===== src/rtl/seven_seg_pkg.sv =====
`default_nettype none
// ============================================================================
// Module      : seven_seg_pkg
// Description : Shared seven-segment types, the blank pattern and the
//               active-low hex glyph table (bit0 = a ... bit6 = g).
// Revision    : 1.0 - initial release
// ============================================================================
package seven_seg_pkg;

    localparam int SEG_W = 7;

    typedef logic [SEG_W-1:0] seg_t;
    typedef logic [3:0]       nibble_t;

    // All segments high: every segment of a common-anode digit is dark.
    localparam seg_t SEG_OFF = 7'h7F;

    // Active-low glyphs for 0-9, A, b, C, d, E, F.
    localparam seg_t HEX_LUT [0:15] = '{
        7'h40, 7'h79, 7'h24, 7'h30, 7'h19, 7'h12, 7'h02, 7'h78,
        7'h00, 7'h10, 7'h08, 7'h03, 7'h46, 7'h21, 7'h06, 7'h0E
    };

endpackage
`default_nettype wire


===== src/rtl/hex_to_seg.sv =====
`default_nettype none
// ============================================================================
// Module      : hex_to_seg
// Description : Combinational hex nibble to active-low seven-segment glyph.
// Revision    : 1.0 - initial release
// ============================================================================
module hex_to_seg
    import seven_seg_pkg::*;
(
    input  nibble_t i_nibble,
    output seg_t    o_seg
);

    // Direct table lookup; every nibble value has a glyph.
    assign o_seg = HEX_LUT[i_nibble];

endmodule
`default_nettype wire


===== src/rtl/seven_seg_scan_driver.sv =====
`default_nettype none
// ============================================================================
// Module      : seven_seg_scan_driver
// Description : Time-multiplexed common-anode seven-segment driver with
//               per-digit dp/blank/blink and frame-boundary data commit.
// Revision    : 1.0 - initial release
// ============================================================================
module seven_seg_scan_driver
    import seven_seg_pkg::*;
#(
    parameter int NUM_DIGITS   = 4,
    parameter int REFRESH_DIV  = 50000,
    parameter int BLINK_FRAMES = 64
)(
    input  logic                    clk,
    input  logic                    reset,
    input  logic                    enable,
    input  logic                    load,
    input  logic [4*NUM_DIGITS-1:0] digits_in,
    input  logic [NUM_DIGITS-1:0]   dp_in,
    input  logic [NUM_DIGITS-1:0]   blank_in,
    input  logic [NUM_DIGITS-1:0]   blink_in,
    output logic [SEG_W-1:0]        segment,
    output logic                    dp,
    output logic [NUM_DIGITS-1:0]   anode,
    output logic                    frame_start
);

    localparam int c_PRE_W = (REFRESH_DIV > 1) ? $clog2(REFRESH_DIV) : 1;
    localparam int c_IDX_W = $clog2(NUM_DIGITS);
    localparam int c_FRM_W = (BLINK_FRAMES > 1) ? $clog2(BLINK_FRAMES) : 1;

    localparam logic [c_PRE_W-1:0] c_PRE_LAST = c_PRE_W'(REFRESH_DIV - 1);
    localparam logic [c_IDX_W-1:0] c_IDX_LAST = c_IDX_W'(NUM_DIGITS - 1);
    localparam logic [c_FRM_W-1:0] c_FRM_LAST = c_FRM_W'(BLINK_FRAMES - 1);

    // One complete set of display attributes (pending or active).
    typedef struct packed {
        logic [4*NUM_DIGITS-1:0] digits;
        logic [NUM_DIGITS-1:0]   dp;
        logic [NUM_DIGITS-1:0]   blank;
        logic [NUM_DIGITS-1:0]   blink;
    } disp_set_t;

    logic [c_PRE_W-1:0]    r_prescaler;
    logic [c_IDX_W-1:0]    r_idx;
    logic [c_FRM_W-1:0]    r_frm_cnt;
    logic                  r_phase;
    logic                  r_pend_valid;
    disp_set_t             r_pend;
    disp_set_t             r_act;
    seg_t                  r_segment;
    logic                  r_dp;
    logic [NUM_DIGITS-1:0] r_anode;
    logic                  r_frame_start;

    disp_set_t             w_in;
    logic                  w_slot_adv;
    logic                  w_commit;
    nibble_t               w_digit;
    seg_t                  w_glyph;
    logic                  w_dark;
    logic [NUM_DIGITS-1:0] w_anode;

    // Gather the input buses into one set, and decode slot/frame events.
    always_comb begin
        w_in.digits = digits_in;
        w_in.dp     = dp_in;
        w_in.blank  = blank_in;
        w_in.blink  = blink_in;
        w_slot_adv  = enable && (r_prescaler == c_PRE_LAST);
        w_commit    = w_slot_adv && (r_idx == c_IDX_LAST);
        w_digit     = r_act.digits[{r_idx, 2'b00} +: 4];
        w_dark      = r_act.blank[r_idx] | (r_act.blink[r_idx] & r_phase);
        w_anode     = ~(NUM_DIGITS'(1) << r_idx);
    end

    hex_to_seg u_hex_to_seg (
        .i_nibble (w_digit),
        .o_seg    (w_glyph)
    );

    // Prescaler and slot index; both freeze while scanning is disabled.
    always_ff @(posedge clk) begin
        if (reset) begin
            r_prescaler <= '0;
            r_idx       <= '0;
        end else if (enable) begin
            if (w_slot_adv) begin
                r_prescaler <= '0;
                r_idx       <= (r_idx == c_IDX_LAST) ? '0 : r_idx + 1'b1;
            end else begin
                r_prescaler <= r_prescaler + 1'b1;
            end
        end
    end

    // Frame counter toggles the blink phase every BLINK_FRAMES commits.
    always_ff @(posedge clk) begin
        if (reset) begin
            r_frm_cnt <= '0;
            r_phase   <= 1'b0;
        end else if (w_commit) begin
            if (r_frm_cnt == c_FRM_LAST) begin
                r_frm_cnt <= '0;
                r_phase   <= ~r_phase;
            end else begin
                r_frm_cnt <= r_frm_cnt + 1'b1;
            end
        end
    end

    // Double buffer: loads land in pending, the active set changes only at
    // the frame wrap, and a load on the wrap cycle bypasses pending.
    always_ff @(posedge clk) begin
        if (reset) begin
            r_pend_valid <= 1'b0;
            r_pend       <= '0;
            r_act.digits <= '0;
            r_act.dp     <= '0;
            r_act.blank  <= '1;
            r_act.blink  <= '0;
        end else if (w_commit) begin
            r_pend_valid <= 1'b0;
            if (load) begin
                r_act <= w_in;
            end else if (r_pend_valid) begin
                r_act <= r_pend;
            end
        end else if (load) begin
            r_pend       <= w_in;
            r_pend_valid <= 1'b1;
        end
    end

    // Registered pin drive for the current slot; dark while disabled.
    always_ff @(posedge clk) begin
        if (reset) begin
            r_segment     <= SEG_OFF;
            r_dp          <= 1'b1;
            r_anode       <= '1;
            r_frame_start <= 1'b0;
        end else begin
            r_frame_start <= w_commit;
            if (!enable) begin
                r_segment <= SEG_OFF;
                r_dp      <= 1'b1;
                r_anode   <= '1;
            end else begin
                r_anode <= w_anode;
                if (w_dark) begin
                    r_segment <= SEG_OFF;
                    r_dp      <= 1'b1;
                end else begin
                    r_segment <= w_glyph;
                    r_dp      <= ~r_act.dp[r_idx];
                end
            end
        end
    end

    assign segment     = r_segment;
    assign dp          = r_dp;
    assign anode       = r_anode;
    assign frame_start = r_frame_start;

endmodule
`default_nettype wire


===== config.mk =====
export PLATFORM = sky130hd
export DESIGN_NAME = seven_seg_scan_driver
export DESIGN_NICKNAME = d
export VERILOG_FILES = /design/src/rtl/seven_seg_pkg.sv /design/src/rtl/hex_to_seg.sv /design/src/rtl/seven_seg_scan_driver.sv
export SDC_FILE = /design/constraint.sdc
export NUM_CORES = 1
export LEC_CHECK = 0
export BUFFER_PORTS_ARGS = -buffer_cell sky130_fd_sc_hd__buf_4
export CAP_MARGIN = 40
export CORE_AREA = 2 2 106 108
export CTS_BUF_LIST = sky130_fd_sc_hd__clkbuf_8
export DETAILED_ROUTE_END_ITERATION = 7
export DIE_AREA = 0 0 108 110
export PLACE_DENSITY_LB_ADDON = 0.08
export REMOVE_ABC_BUFFERS = 1
export SKIP_LAST_GASP = 1
export SLEW_MARGIN = 20
export SYNTH_ARGS = -nofsm -noshare
export SYNTH_HDL_FRONTEND = slang
export SYNTH_SLANG_ARGS = --single-unit

===== constraint.sdc =====
create_clock -name clk -period 4.8 [get_ports clk]
set_clock_uncertainty 0.05 [all_clocks]
set_input_delay 0.96 -clock clk [delete_from_list [all_inputs] [get_ports clk]]
set_output_delay 0.96 -clock clk [all_outputs]
set_load 0.05 [all_outputs]

Word level (Yosys, flattened, before mapping)
Memory sizes are Yosys's and may differ from the RTL's. A register that Yosys moved wholly into a read port is not among the register bits. Index checks and enable logic that the tools add are counted.

Add/subtract/negate cells: 3. Multipliers: 0. Div/mod/pow operators: 0. Order comparisons: 1. Eq/ne operators: 3. Shift operators: 2. Muxes and demuxes: 11. Bitwise logic cells: 8. Reductions and logical operators: 10.

Operators with widths (count): $mux W28 (2); $add A16 B1 Y16 const B (1); $eq A16 B16 Y1 const B (1); $mux W16 (1); $shiftx A16 B5 Y4 (1); $reduce_and A2 Y1 (4); $add A6 B1 Y6 const B (1); $bmux W1 S2 (3); $eq A6 B6 Y1 const B (1); $mux W6 (1); $not A4 Y5 (1); $not A1 Y1 (4); $not A4 Y4 (1); $reduce_or A2 Y1 (2); $shl A1 B2 Y4 const A (1); $lt A2 B3 Y1 const B (1); $mux W1 (3); $reduce_or A3 Y1 (1); $add A2 B1 Y2 const B (1); $eq A2 B2 Y1 const B (1); $logic_and A1 B1 Y1 (2); $mux W2 (1); $reduce_bool A2 Y1 (1); $and A1 B1 Y1 (1); $or A1 B1 Y1 (1).

Bits in registers: 88. Latch bits: 0. Bits in writable memories: 0. Memory bits (read-only): 112. Input bits: 32. Output and inout bits: 13. Memories: 1.

Memory list: (name not given) (depth 16, bits a word 7, read ports 1, clocked after memory_dff 1, wr ports 0, RTL line hex_to_seg.sv:15) `assign o_seg = HEX_LUT[i_nibble];`.

Logic depth before layout (Yosys ltp)
Depth in word-level cells: 5. Mapped depth: 8. Mapped depth without buffers: 6.

Hierarchy
A second synthesis with hierarchy kept.

Cell total of the unflattened synthesis: 541. Area total of the unflattened synthesis: 4835.9 µm².

Modules (own cells, without submodules): seven_seg_scan_driver (instances 1, cells each 508, area each 4558.1 µm², seq. area each 1901.8 µm²); hex_to_seg (instances 1, cells each 33, area each 277.8 µm², seq. area each 0.0 µm²).

Least setup slack after synthesis
No wires, ideal clock.

Path kind: input to register. Start point: in enable. End point: reg r_frm_cnt[3]. Library setup time: 0.117 ns. Arrival: 2.265 ns. Required time: 4.633 ns. Slack: 2.368 ns. Stages: 5. Buffers on the path: 1. Cell sequence: buf_4 nand3_1 or4_4 a211o_1 a32o_1.

Word-level cells in the longest chain between the ends: 2.

Ends and longest elaborated chain: start, declared (RTL line seven_seg_scan_driver.sv:17) `input logic enable,`; $logic_and A1 B1 Y1 (RTL line seven_seg_scan_driver.sv:71) `w_slot_adv = enable && (r_prescaler == c_PRE_LAST);`; $logic_and A1 B1 Y1 (RTL line seven_seg_scan_driver.sv:72) `w_commit = w_slot_adv && (r_idx == c_IDX_LAST);`; end signal, assigned (RTL line seven_seg_scan_driver.sv:108) `r_frm_cnt <= r_frm_cnt + 1'b1;`; end, declared (RTL line seven_seg_scan_driver.sv:47) `logic [c_FRM_W-1:0] r_frm_cnt;`.

Every way passes these cells. A chain may end at the register's enable or synchronous reset.

Worst setup path after layout
Start point: in enable. End point: reg r_pend[3] (netlist bit).

Word-level cells in the longest chain between the ends: 4.

Ends and longest elaborated chain: $logic_and A1 B1 Y1 (RTL line seven_seg_scan_driver.sv:71); $logic_and A1 B1 Y1 (RTL line seven_seg_scan_driver.sv:72); $not A1 Y1 (no line); $reduce_and A2 Y1 (no line); end signal, assigned (RTL line seven_seg_scan_driver.sv:131) `r_pend <= w_in;`; end, declared (RTL line seven_seg_scan_driver.sv:50) `disp_set_t r_pend;`.

Every way passes these cells.

==> run summary <==
Post-layout total power: 0.00144 W. The number of cell instances on the worst register-to-register path was 7; the worst setup slack before clock tree synthesis was 1.80 ns. Counting instances, the worst hold path has a depth of 2.

The sequential element share of the synthesized area came out at 38.7%. The synthesized design contains 95 register bits. The clock period could shrink to 2.60 ns. Dominant cell by count in the synthesized netlist: sky130_fd_sc_hd__dfxtp_1.

Cell taking the most area after synthesis: sky130_fd_sc_hd__dfxtp_1. The number of different library cells used by synthesis comes to 49. For this run, the total global-route usage over all layers was measured as 17.8%. The tree is rooted in a sky130_fd_sc_hd__clkbuf_8. The number of placement rows is 38, and the transition time of the tightest slew-check pin is 0.676 ns.

The placed wire-length estimate is 6320 um, and the worst-skew pair later-pin latency is 0.37 ns. The count of buffers added by post-CTS timing repair for setup was 0. In the routed layout, each cell is associated on average with a via count of 5.57. For this run, the top clock speed supported by timing is 384 MHz.

For the number of pins exceeding their max-slew limit in the final report, the log shows 0. The floorplan step defined a core boundary enclosing 10700 sq um. Measured against its own limit, the worst slew margin works out to 54.5%. In this run the mean area of a mapped cell was 9.42 sq um. Entering global routing, the biggest net connects 104 pins. The max-cap check violation count was 0. End of the worst hold path: r_act[0]$_SDFFE_PP0P_. The tools report the aggregate negative setup slack as 0 ns. The min-delay analysis places its worst path in the category reg2reg. At the end of the flow, the number of nets in the layout was 585. Critical path startpoint category: an input port. The run gives 0 as the number of hold buffers added after cts. The primary flip-flop cell chosen by synthesis mapping is sky130_fd_sc_hd__dfxtp_1.

The largest fanout of any net on the critical path was 62; the starting density of the core was 46.0%. In the routed design, unresolved DRC markers number 0. In the synthesized netlist, the number of instances is 522. For the worst setup path, the data arrival time is 2.85 ns.

The destination of the worst register-to-register timing path was segment[3]$_SDFF_PP1_. The run gives 16800 um as the global-route wire length before repair. The run finished with clean final reports.

The worst vdd rail ir drop was 0.131 mV; the sum of routed wire length over all layers was 10000 um. Number of nets with antenna violations after detailed routing: 0. After clock tree synthesis, the clock-pin slew on the worst setup and hold paths is 0.08 ns. The logs give 1.95 nW for the leakage power and 3 for the level count of the clock H-tree. Setup violations remaining at the end of the flow were counted as 0.

The run gives 0 as the hold violation total from the final report. Initial antenna violation count: 0. In the synthesized netlist, the cells that appear most often are 95 x sky130_fd_sc_hd__dfxtp_1, 60 x sky130_fd_sc_hd__nand2b_1, 59 x sky130_fd_sc_hd__mux2i_1, 39 x sky130_fd_sc_hd__a21oi_1. In this run the critical register-to-register path is launched from r_idx[0]$_SDFFE_PP0P_. Cells fill 51.2% of the core in the end. The run gives 0 as the total number of yosys warnings.

The count of instances resized after the clock tree is built is 0. The congestion estimate from routability-driven global placement came to 0.823. The tools report the type of destination of the critical path as a register. Of all flip-flops after synthesis, the portion carrying an async set or reset was 0%. The start point of the worst hold path is r_act[0]$_SDFFE_PP0P_.

Number of antenna diodes: 0. Setup repair after global routing left no endpoint under its margin. The detailed-routing iteration count for the pre-antenna-repair pass was 4.

The share of synthesized area in the top cell type comes to 38.7%. The routed layout has 3813 vias. The final worst-path cycle share is 54.2%. Port buffering added 44 buffers.

The worst setup path is of the in2reg kind. The share of final-layout standard cells stronger than drive strength 1 was 15.6%; the final hold slack was 0.420 ns. The floorplan die area is 11900 sq um.

The clock passes through at most 2 buffers. Global routing finished with a remaining overflow of 0. The boundary pin count is 45.

The power density over the cells is 262 nW/um^2. From left edge to right edge, the die measures 108 um. The final worst setup slack was 2.20 ns; the iteration-0 DRC count of the detailed router was 190.

The routed length per instance works out to 14.6 um. For the sink count of the clock tree, the log shows 95. The mapped netlist covers 4920 sq um.

The die is 110 um tall. The number of synthesized flops with an enable pin is 0. The logs give 9 for the number of buffers created by CTS and 3487 for the number of global-route vias before repair. TritonCTS built the clock tree. By area the synthesized netlist is led by sky130_fd_sc_hd__dfxtp_1 39%, sky130_fd_sc_hd__mux2i_1 12%, sky130_fd_sc_hd__nand2b_1 7.6%. Across all register-to-register paths, the minimum setup slack is 2.28 ns. The area growth from synthesis to layout works out to 11.5%. For the required time of the critical path, the log shows 5.05 ns.
[how the worst max path moves through the flow]
stage | startpoint | endpoint | slack, ns | cells past startpoint
2_1_floorplan | r_idx[0]$_SDFFE_PP0P_ | r_pend[0]$_SDFFE_PP0P_ | 1.62 | 4
3_3_place_gp | enable | r_pend[10]$_SDFFE_PP0P_ | 1.85 | 7
3_5_place_dp | enable | r_pend[22]$_SDFFE_PP0P_ | 1.80 | 7
4_1_cts | enable | r_pend[22]$_SDFFE_PP0P_ | 2.18 | 7
5_1_grt | enable | r_pend[0]$_SDFFE_PP0P_ | 2.00 | 7
6_report | enable | r_pend[3]$_SDFFE_PP0P_ | 2.20 | 7
[sequential cells by signal, summed over array words and instances (netlist names)]
signal        flops
r_act            28
r_pend           28
r_prescaler      16
segment           7
r_frm_cnt         6
anode             4
r_idx             2
dp                1
frame_start       1
r_pend_valid      1
r_phase           1
[cell type report]
class,instances,area [sq um]
clock buffers,9,124
repair buffers,51,395
flip-flops and latches,95,1900
multi-input cells,376,2800
inverters,8,30.0
well taps,140,175
fillers,1018,5220
clock inverters,6,55.1
[worst max-delay path: stages]
cell and delay (ns):
sky130_fd_sc_hd__buf_4 0.14, sky130_fd_sc_hd__and3_1 0.23, sky130_fd_sc_hd__nand4_4 0.09, sky130_fd_sc_hd__buf_4 0.46
sky130_fd_sc_hd__o21a_1 0.24, sky130_fd_sc_hd__buf_4 0.44, sky130_fd_sc_hd__mux2i_1 0.23
[where the power goes]
part / internal [W] / total, W / switching (W) / leakage [nW]
logic: 0.0000557 / 0.000113 / 0.0000576 / 1.08
clock network: 0.000233 / 0.000509 / 0.000277 / 0.0975
registers: 0.000804 / 0.000813 / 0.00000868 / 0.772
[stage by stage]
step	cells	instance area, sq um
after global placement	668	5270
after CTS	684	5460
after detailed placement	669	5280
final	685	5480
after global routing	685	5480
after floorplan	479	4730
[cells by family (layout without fill, tap and decap cells)]
group,Yosys count,in the layout,synth area share (%)
multiplexers,73,73,16.4
buffers and inverters,51,74,4.45
XOR/XNOR,10,10,1.78
flip-flops,95,95,38.7
adder cells (fa/ha/maj),12,12,3.05
AO/OA/AOI/OAI,101,101,13.1
AND/OR/NAND/NOR,180,180,22.5
[cell usage in the layout (no fill, tap or decap), types with 2 or more instances in the layout]
master	netlist	final
sky130_fd_sc_hd__a211o_1	2	2
sky130_fd_sc_hd__a211oi_1	6	6
sky130_fd_sc_hd__a21oi_1	39	39
sky130_fd_sc_hd__and2_1	2	2
sky130_fd_sc_hd__and3_1	6	6
sky130_fd_sc_hd__buf_4	3	50
sky130_fd_sc_hd__clkbuf_8	0	9
sky130_fd_sc_hd__clkinv_2	0	2
sky130_fd_sc_hd__dfxtp_1	95	95
sky130_fd_sc_hd__ha_1	12	12
sky130_fd_sc_hd__inv_1	8	10
sky130_fd_sc_hd__mux2_2	9	9
sky130_fd_sc_hd__mux2i_1	59	59
sky130_fd_sc_hd__mux4_2	5	5
sky130_fd_sc_hd__nand2_1	16	16
sky130_fd_sc_hd__nand2b_1	60	60
sky130_fd_sc_hd__nand3_1	16	16
sky130_fd_sc_hd__nand4_1	3	3
sky130_fd_sc_hd__nand4b_1	2	2
sky130_fd_sc_hd__nor2_1	17	16
sky130_fd_sc_hd__nor2b_1	7	7
sky130_fd_sc_hd__nor3_1	6	6
sky130_fd_sc_hd__nor4_1	3	3
sky130_fd_sc_hd__o211ai_1	6	6
sky130_fd_sc_hd__o21a_1	2	2
sky130_fd_sc_hd__o21ai_0	9	9
sky130_fd_sc_hd__o221ai_1	2	2
sky130_fd_sc_hd__o31ai_1	29	29
sky130_fd_sc_hd__or2_2	2	2
sky130_fd_sc_hd__or3_1	3	3
sky130_fd_sc_hd__or4_1	29	29
sky130_fd_sc_hd__xnor2_1	6	6
sky130_fd_sc_hd__xor2_1	4	4
[routing by layer]
layer / track usage, % / vias to the layer above / wire length [um]
li1: - / 1947 / -
met1: 24.8 / 1801 / 5180
met2: 28.0 / 55 / 4410
met3: 2.29 / 10 / 289
met4: 7.14 / 0 / 152
met5: 0 / - / 0
No activity file was read; power rests on OpenSTA's default activity.
